**src/rtl/mult32_ctrl.sv**
```systemverilog
// ---------------------------------------------------------------------------
// mult32_ctrl
//   Sequential 32x32 -> 64-bit unsigned shift-and-add multiplier with a
//   three-state controller (IDLE -> RUN -> DONE). One partial-product
//   iteration per RUN cycle. With EARLY_EXIT=1 the run stops as soon as the
//   remaining multiplier bits are all zero; with EARLY_EXIT=0 it always runs
//   32 iterations.
//
// Ports
//   clk         rising-edge clock
//   reset       asynchronous, active-low reset
//   start       begin a multiply (accepted in IDLE or DONE when abort=0)
//   abort       cancel a run in progress; also blocks start acceptance
//   A, B        unsigned multiplicand / multiplier
//   busy        high while in RUN
//   done        one-cycle pulse in DONE
//   result      product bits [31:0]
//   product_hi  product bits [63:32]
//   overflow    product_hi is nonzero
//   cycles      iteration count of the last completed multiply
// ---------------------------------------------------------------------------
module mult32_ctrl #(
  parameter int unsigned EARLY_EXIT = 1
) (
  input  logic        clk,
  input  logic        reset,
  input  logic        start,
  input  logic        abort,
  input  logic [31:0] A,
  input  logic [31:0] B,
  output logic        busy,
  output logic        done,
  output logic [31:0] result,
  output logic [31:0] product_hi,
  output logic        overflow,
  output logic [5:0]  cycles
);

  typedef enum logic [1:0] {
    ST_IDLE = 2'd0,
    ST_RUN  = 2'd1,
    ST_DONE = 2'd2
  } state_t;

  state_t      state_q,      state_d;
  logic [63:0] mcand_q,      mcand_d;
  logic [31:0] mplier_q,     mplier_d;
  logic [63:0] acc_q,        acc_d;
  logic [5:0]  iter_q,       iter_d;
  logic [31:0] result_q,     result_d;
  logic [31:0] product_hi_q, product_hi_d;
  logic        overflow_q,   overflow_d;
  logic [5:0]  cycles_q,     cycles_d;

  // Per-iteration datapath values.
  logic [63:0] acc_sum;
  logic [31:0] mplier_sh;
  logic [5:0]  iter_inc;
  logic        last_iter;

  always_comb begin
    // NOTE: every signal driven here gets a default first, so no path can
    // leave one unassigned and infer a latch.
    state_d      = state_q;
    mcand_d      = mcand_q;
    mplier_d     = mplier_q;
    acc_d        = acc_q;
    iter_d       = iter_q;
    result_d     = result_q;
    product_hi_d = product_hi_q;
    overflow_d   = overflow_q;
    cycles_d     = cycles_q;

    acc_sum   = acc_q + (mplier_q[0] ? mcand_q : 64'd0);
    mplier_sh = mplier_q >> 1;
    iter_inc  = iter_q + 6'd1;
    // The iteration in flight is the last one if it is the 32nd, or (early
    // exit) if nothing but zeros remain in the multiplier after this shift.
    last_iter = (iter_inc == 6'd32) || ((EARLY_EXIT != 0) && (mplier_sh == 32'd0));

    unique case (state_q)
      ST_IDLE, ST_DONE: begin
        // DONE lasts one cycle; abort only blocks acceptance here.
        state_d = ST_IDLE;
        if (start && !abort) begin
          mcand_d  = {32'd0, A};
          mplier_d = B;
          acc_d    = 64'd0;
          iter_d   = 6'd0;
          state_d  = ST_RUN;
        end
      end
      ST_RUN: begin
        if (abort) begin
          // Cancel without touching the visible results.
          state_d = ST_IDLE;
        end else begin
          acc_d    = acc_sum;
          mcand_d  = mcand_q << 1;
          mplier_d = mplier_sh;
          iter_d   = iter_inc;
          if (last_iter) begin
            result_d     = acc_sum[31:0];
            product_hi_d = acc_sum[63:32];
            overflow_d   = |acc_sum[63:32];
            cycles_d     = iter_inc;
            state_d      = ST_DONE;
          end
        end
      end
      default: state_d = ST_IDLE;
    endcase
  end

  // NOTE: state registers use non-blocking assignments so every flop samples
  // the pre-edge value of every other flop.
  always_ff @(posedge clk or negedge reset) begin
    if (!reset) begin
      state_q      <= ST_IDLE;
      mcand_q      <= '0;
      mplier_q     <= '0;
      acc_q        <= '0;
      iter_q       <= '0;
      result_q     <= '0;
      product_hi_q <= '0;
      overflow_q   <= 1'b0;
      cycles_q     <= '0;
    end else begin
      state_q      <= state_d;
      mcand_q      <= mcand_d;
      mplier_q     <= mplier_d;
      acc_q        <= acc_d;
      iter_q       <= iter_d;
      result_q     <= result_d;
      product_hi_q <= product_hi_d;
      overflow_q   <= overflow_d;
      cycles_q     <= cycles_d;
    end
  end

  assign busy       = (state_q == ST_RUN);
  assign done       = (state_q == ST_DONE);
  assign result     = result_q;
  assign product_hi = product_hi_q;
  assign overflow   = overflow_q;
  assign cycles     = cycles_q;

endmodule

```
**config.mk**
```make
export PLATFORM = sky130hd
export DESIGN_NAME = mult32_ctrl
export DESIGN_NICKNAME = d
export VERILOG_FILES = /design/src/rtl/mult32_ctrl.sv
export SDC_FILE = /design/constraint.sdc
export NUM_CORES = 1
export LEC_CHECK = 0
export CORE_MARGIN = 2
export CORE_UTILIZATION = 50
export CTS_BUF_LIST = sky130_fd_sc_hd__clkbuf_8
export CTS_CLUSTER_DIAMETER = 50
export DETAILED_ROUTE_END_ITERATION = 16
export PLACE_DENSITY = 0.71
export REMOVE_ABC_BUFFERS = 1
export SYNTH_ARGS = -nofsm -noshare
export SYNTH_HDL_FRONTEND = slang
export SYNTH_SLANG_ARGS = --single-unit
```
**constraint.sdc**
```tcl
create_clock -name clk -period 11 [get_ports clk]
set_input_delay 1.65 -clock clk [delete_from_list [all_inputs] [get_ports clk]]
set_output_delay 1.65 -clock clk [all_outputs]
set_load 0.005 [all_outputs]
```
==> qor.txt, run 1 <==
Setup crit end kind = flip-flop
Max IR drop VDD = 0.1022 mV
Clock power share = 28.5%
Post-Route WL = 42770 um
Post-CTS Setup Inserts = 0
Final WS setup = 6410 ps
Critical path required time = 11410 ps
NetSw = 1.102 mW
Placement Setup Slack = 6477 ps
Switch share = 37.69%
First-pass GRT wire length = 69290 um
Post-synth top area share = 41.66%
Worst-path clk slew = 60 ps
Share of cells above drive strength 1 = 6.834%
Top Ports = 141
Slew Viols, Final = 0
Main synth FF type = dfrtp_1
# DRC = 0
Slew @ Worst Pin = 1130 ps
Most frequent cell after synthesis = nand2_1
Reg power frac = 36.9%
Mapped Cells = 1701
Wire length per cell = 19.33 um
Die Ht = 173.4 um
Post-synth ARST share = 100.0%
MaxCap Viol Count = 0
GR Layer Usage met1 = 39.14%
Final instance area = 0.01683 sq mm
Sequential area share after synthesis = 41.66%
Final #Nets = 1933
Final core utilization = 59.11%
Routability cong. = 0.9663
RSZ-0062 raised after global routing = no
Seq cells post-synth = 239
Cts hold-fix bufs = 0
Initial DRC Count = 1013
GR Util All Layers = 28.41%
Met3 Resource Use GR = 3.925%
Distinct cell type count after synthesis = 74
Status = complete, no violations
Clock sinks = 239
CTS H-tree lvls = 2
TritonCTS clock tree = done
Largest net degree at the start of global routing = 108
Vias/cell = 5.908
Post-synthesis area per instance = 8.440 sq um
Setup-failing EPs final = 0
Arr. time, crit path = 5000 ps
Clock root buffer = clkbuf_8
Placeable Area = 0.02847 sq mm
Number of iterations in the first detailed-routing pass = 6
Worst path cell trace = buf_4, and2_1, ha_1, a21oi_1, o21ai_0, o311ai_0, a21oi_1, nor4_1, o31ai_1, xor2_1, nand2b_1, nor4_1, a31oi_1
# port buffers = 140
Antenna viol nets, final = 0
Crit path max fanout = 47
Area growth syn-to-layout = 17.21%
Max_slew headroom = 24.68%
Final Hold Fails = 0
Initial Utilization = 50.43%
Fmax = 217.9 MHz
Number of buffers created by CTS = 43
Internal = 1.822 mW
Cell taking the most area after synthesis = dfrtp_1
Tot Pwr = 2.923 mW
# resized after CTS = 0
Number of flops mapped to enable cells by yosys = 0
Via count = 13080
Final min period = 4590 ps
Busiest layer in global routing = met2
Vias in the first global route = 12900
Worst skew pair latency = 560 ps
WP buf/inv = 1
Synth cell count leaders = 385 x nand2_1, 239 x dfrtp_1, 120 x nor2_1, 103 x o21ai_0, 102 x a21oi_1
DIE AREA = 0.03008 sq mm
Initial antenna violation count = 1
Synth top area cells = dfrtp_1 42%, nand2_1 10%, ha_1 5.6%
Power Density = 173.7 mW/mm^2
Comb pwr share = 34.6%
Synth Cell Area = 0.01436 sq mm
Clock skew = 22.16 ps
Antenna Diode Count = 0
Gr ovfl total = 0
HP Class = flip-flop to flip-flop
CP top delay family = compound AO/OA/AOI/OAI gates
CP Class = flip-flop to flip-flop
Row count = 62
Max stage delay cell, worst path = dfrtp_1
Post-DP Area = 0.01597 sq mm
Worst setup SP type = flip-flop
Fin crit share = 41.72%
Leakage = 7.725 nW
Longest Clk Path Bufs = 3
Flop-to-flop setup slack = 6410 ps
Final setup TNS = 0 ps
Grt met2 use = 47.40%
Yosys warnings = 0
Detailed Place HPWL = 31410 um
Largest stage delay, worst path = 660 ps
Die X = 173.4 um
==> logic make-up after synthesis <==
kind of cell	count (synthesis)	synth area share, %
xor gates and xnor gates	50	3.050
AOI/OAI and AO/OA	444	19.93
and+or+nand+nor	757	24.10
buffers and inverters	116	3.216
muxes	30	2.327
adders and majority gates	65	5.717
DFF	239	41.66
==> cells in the final DEF, fill, tap and decap left out, types with 11 or more instances in the layout <==
| cell | count |
|---|---|
| a211oi_1 | 12 |
| a21o_1 | 22 |
| a21oi_1 | 101 |
| a22o_1 | 45 |
| a31oi_1 | 70 |
| and2_1 | 75 |
| and4_1 | 11 |
| buf_4 | 13 |
| clkbuf_8 | 54 |
| clkdlybuf4s50_1 | 139 |
| dfrtp_1 | 239 |
| ha_1 | 64 |
| inv_1 | 30 |
| mux2_2 | 27 |
| nand2_1 | 385 |
| nand3_1 | 54 |
| nand4_1 | 29 |
| nor2_1 | 119 |
| nor3_1 | 20 |
| nor4_1 | 13 |
| o21ai_0 | 103 |
| xnor2_1 | 28 |
| xor2_1 | 22 |
==> layout make-up <==
class                           instances  area (sq um)
Fill cell                            2632         11640
Multi-Input combinational cell       1346          7939
Sequential cell                       239          5981
Timing Repair Buffer                  153          1504
Clock buffer                           54         743.2
Tap cell                              384         480.5
Clock inverter                         20         116.4
Inverter                               17         63.81
==> worst paths after layout <==
check                                      startpoint                    endpoint  cells after the start
min in group asynchronous                       reset     mcand_q[10]$_DFFE_PN0P_                      1
hold reg to reg            product_hi[13]$_DFFE_PN0P_  product_hi[13]$_DFFE_PN0P_                      2
max in group asynchronous                       reset   product_hi[3]$_DFFE_PN0P_                      2
hold / removal             product_hi[13]$_DFFE_PN0P_  product_hi[13]$_DFFE_PN0P_                      2
setup / recovery              mplier_q[0]$_DFFE_PN0P_        overflow$_DFFE_PN0P_                     13
setup reg to reg              mplier_q[0]$_DFFE_PN0P_        overflow$_DFFE_PN0P_                     13
==> layer usage <==
layer	wire length, um	vias to the layer above
li1	-	6251
met1	19060	6323
met2	20100	429
met3	2611	72
met4	1008	0
met5	0	-
==> metrics by stage <==
| stage | hold WS [ps] | cells |
|---|---|---|
| 6_report | 469.8 | 2213 |
| 5_1_grt | 499.8 | 2213 |
| 4_1_cts | 475.9 | 2213 |
| 3_5_place_dp | 461.8 | 2139 |
| 3_3_place_gp | 457.1 | 2139 |
| 2_1_floorplan | 439.1 | 1602 |
==> registers in the layout, indices dropped and copies added (netlist names) <==
signal      count
result         32
state_q         2
product_hi     32
acc_q          64
mplier_q       32
overflow        1
iter_q          6
cycles          6
mcand_q        64
==> power by group through the flow <==
stage	sequential (mW)	combinational, mW	clock, mW
after floorplan	1.07	0.712	0
after global placement	1.09	0.978	0
after detailed placement	1.09	0.992	0
after CTS	1.08	0.999	0.849
after global routing	1.09	1.11	0.888
final	1.08	1.01	0.832
==> worst register-to-register path: stages, from the launching register on <==
cell	delay, ps
dfrtp_1	660
buf_4	480
and2_1	230
ha_1	330
a21oi_1	270
o21ai_0	270
o311ai_0	430
a21oi_1	120
nor4_1	630
o31ai_1	180
xor2_1	200
nand2b_1	160
nor4_1	340
a31oi_1	130
No activity file was read; power rests on OpenSTA's default activity.
==> run 2, diff against run 1 <==
Clock period 11 ns to 4.45 ns, I/O delays scaled along.
==> run 2 against run 1 <==
Global-route usage is 1.6 points higher. First-iteration DRC count is 4.1% higher. Largest power group unchanged. Clock skew is 2.3 ps higher. Die area stayed put. Final cell count is 2.2% higher. Design area is 2.7% higher. Highest routed layer unchanged. Worst hold slack worse by 370 ps. Clock power grew to 2.6 times the previous value. Via count is 1.3% higher.
==> qor.txt, run 2 (synthesis results as in run 1) <==
Status = complete, no violations
Largest net degree at the start of global routing = 82
NetSw = 2.789 mW
Die X = 173.4 um
Critical path required time = 4870 ps
Vias/cell = 5.858
Detailed Place HPWL = 34740 um
Top flop regs = acc_q (64), mcand_q (64)
Row count = 62
# resized after CTS = 0
Reg power frac = 35.7%
DIE AREA = 0.03008 sq mm
Slew Viols, Final = 0
TritonCTS clock tree = done
Clock skew = 24.44 ps
# port buffers = 140
Final #Nets = 1979
Tot Pwr = 7.451 mW
Final Hold Fails = 0
Gr ovfl total = 0
# fillers = 2596
Placeable Area = 0.02847 sq mm
Fin crit share = 94.99%
MaxCap Viol Count = 0
Routability cong. = 1.010
Post-DP Area = 0.01635 sq mm
Setup crit end kind = flip-flop
Placement Setup Slack = 110.9 ps
Cts hold-fix bufs = 0
Power Density = 431.2 mW/mm^2
R2R depth = 13
Worst path cell trace = buf_4, buf_4, and2_1, ha_1, nand2_1, nor4_2, nand3_1, or4_1, o21ai_0, xor2_1, nand4bb_1, nor4_2, a31oi_1
Internal = 4.662 mW
Wire length per cell = 19.88 um
Setup-failing EPs final = 0
Top Ports = 141
Max stage delay cell, worst path = dfrtp_2
Comb pwr share = 34.7%
CP top delay family = simple AND/OR/NAND/NOR gates
Clock power share = 29.5%
Via count = 13250
GR Util All Layers = 30.03%
Storage cell area = 0.005982 sq mm
Die Ht = 173.4 um
Fin cells = 2262
Inst Count DP = 2187
Worst setup SP type = flip-flop
Final WS setup = 223.0 ps
Slew @ Worst Pin = 826.3 ps
RSZ-0062 raised after global routing = no
# DRC = 0
Share of cells above drive strength 1 = 9.851%
Final min period = 4227 ps
Initial Utilization = 50.43%
Crit path max fanout = 26
Final core utilization = 60.70%
Arr. time, crit path = 4650 ps
Largest stage delay, worst path = 530 ps
CTS H-tree lvls = 2
Commonest non-fill, non-tap cell in the layout = nand2_1
Longest Clk Path Bufs = 3
Final instance area = 0.01728 sq mm
WP buf/inv = 2
Max IR drop VDD = 0.2963 mV
Max_slew headroom = 44.91%
Number of buffers created by CTS = 41
Most frequent cells in the layout = 385 x nand2_1, 238 x dfrtp_1, 139 x clkdlybuf4s50_1
Multi-input gate area = 0.007945 sq mm
Flop-to-flop setup slack = 220 ps
Switch share = 37.43%
HP Class = input port to async pin
Initial DRC Count = 1055
Reg-to-Reg Start = mplier_q[0]$_DFFE_PN0P_
Fmax = 236.6 MHz
Leakage = 7.975 nW
Initial antenna violation count = 0
Clock root buffer = clkbuf_8
First-pass GRT wire length = 72070 um
Worst-path clk slew = 60 ps
Worst skew pair latency = 560 ps
Post-CTS Setup Inserts = 0
Number of iterations in the first detailed-routing pass = 5
Antenna Diode Count = 0
Clock sinks = 239
FF-to-FF End = overflow$_DFFE_PN0P_
Antenna viol nets, final = 0
Vias in the first global route = 13090
Post-Route WL = 44960 um
Area growth syn-to-layout = 20.37%
CP Class = flip-flop to flip-flop
## run 2: changes by cell type in the layout (fill, tap and decap cells not counted), moves of 2 or more
| cell | delta |
|---|---|
| buf_12 | +2 |
| buf_4 | +46 |
| bufinv_16 | +2 |
| clkinv_2 | +8 |
| inv_1 | -9 |
## run 2: through the flow
| stage | TNS [ps] | hold WS [ps] |
|---|---|---|
| final | 0 | 98.78 |
| after global routing | 0 | 135.4 |
| after CTS | 0 | 101.9 |
| after detailed placement | 0 | 461.7 |
| after global placement | -42.83 | 457.3 |
| after floorplan | -428750 | 371.9 |
## run 2: layer usage
layer	vias up	share of wire [%]	global-route usage [%]
met1	6381	44	40.12
met4	0	3.4	10.28
met2	423	47	49.68
met3	88	5.7	5.022
li1	6359	-	-
met5	-	0	0
## run 2: worst max-delay path by stage
stage | startpoint | end | slack, ps | depth (start not counted)
after floorplan | state_q[1]$_DFFE_PN0P_ | iter_q[3]$_DFFE_PN0P_ | -3730 | 5
after global placement | mplier_q[0]$_DFFE_PN0P_ | overflow$_DFFE_PN0P_ | -40 | 13
after detailed placement | mplier_q[0]$_DFFE_PN0P_ | overflow$_DFFE_PN0P_ | 110 | 13
after CTS | mplier_q[0]$_DFFE_PN0P_ | overflow$_DFFE_PN0P_ | 70 | 13
after global routing | mplier_q[0]$_DFFE_PN0P_ | overflow$_DFFE_PN0P_ | 10 | 13
final | mplier_q[0]$_DFFE_PN0P_ | overflow$_DFFE_PN0P_ | 220 | 13
## run 2: final cells by class
type                       count  area share [%]
timing repair buffer         201           10.93
sequential                   239           34.62
tap                          384           2.780
clock inverter                22           1.101
clock buffer                  53           4.221
inverter                      17          0.3693
multi-input combinational   1346           45.98
## run 2: worst register-to-register path, delay by kind of cell (launching register included)
family,cells,cell delay (ps)
adders and majority gates,1,460
buffers and inverters,2,460
and+or+nand+nor,7,1970
AOI/OAI and AO/OA,2,470
xor gates and xnor gates,1,220
DFF,1,530
## run 2: power groups by stage
stage | clock [mW] | combinational, mW | sequential (mW)
floorplan | 0 | 1.76 | 2.64
finish | 2.20 | 2.59 | 2.66
CTS | 2.24 | 2.55 | 2.66
detailed placement | 0 | 2.53 | 2.69
global placement | 0 | 2.52 | 2.69
global route | 2.34 | 2.84 | 2.70
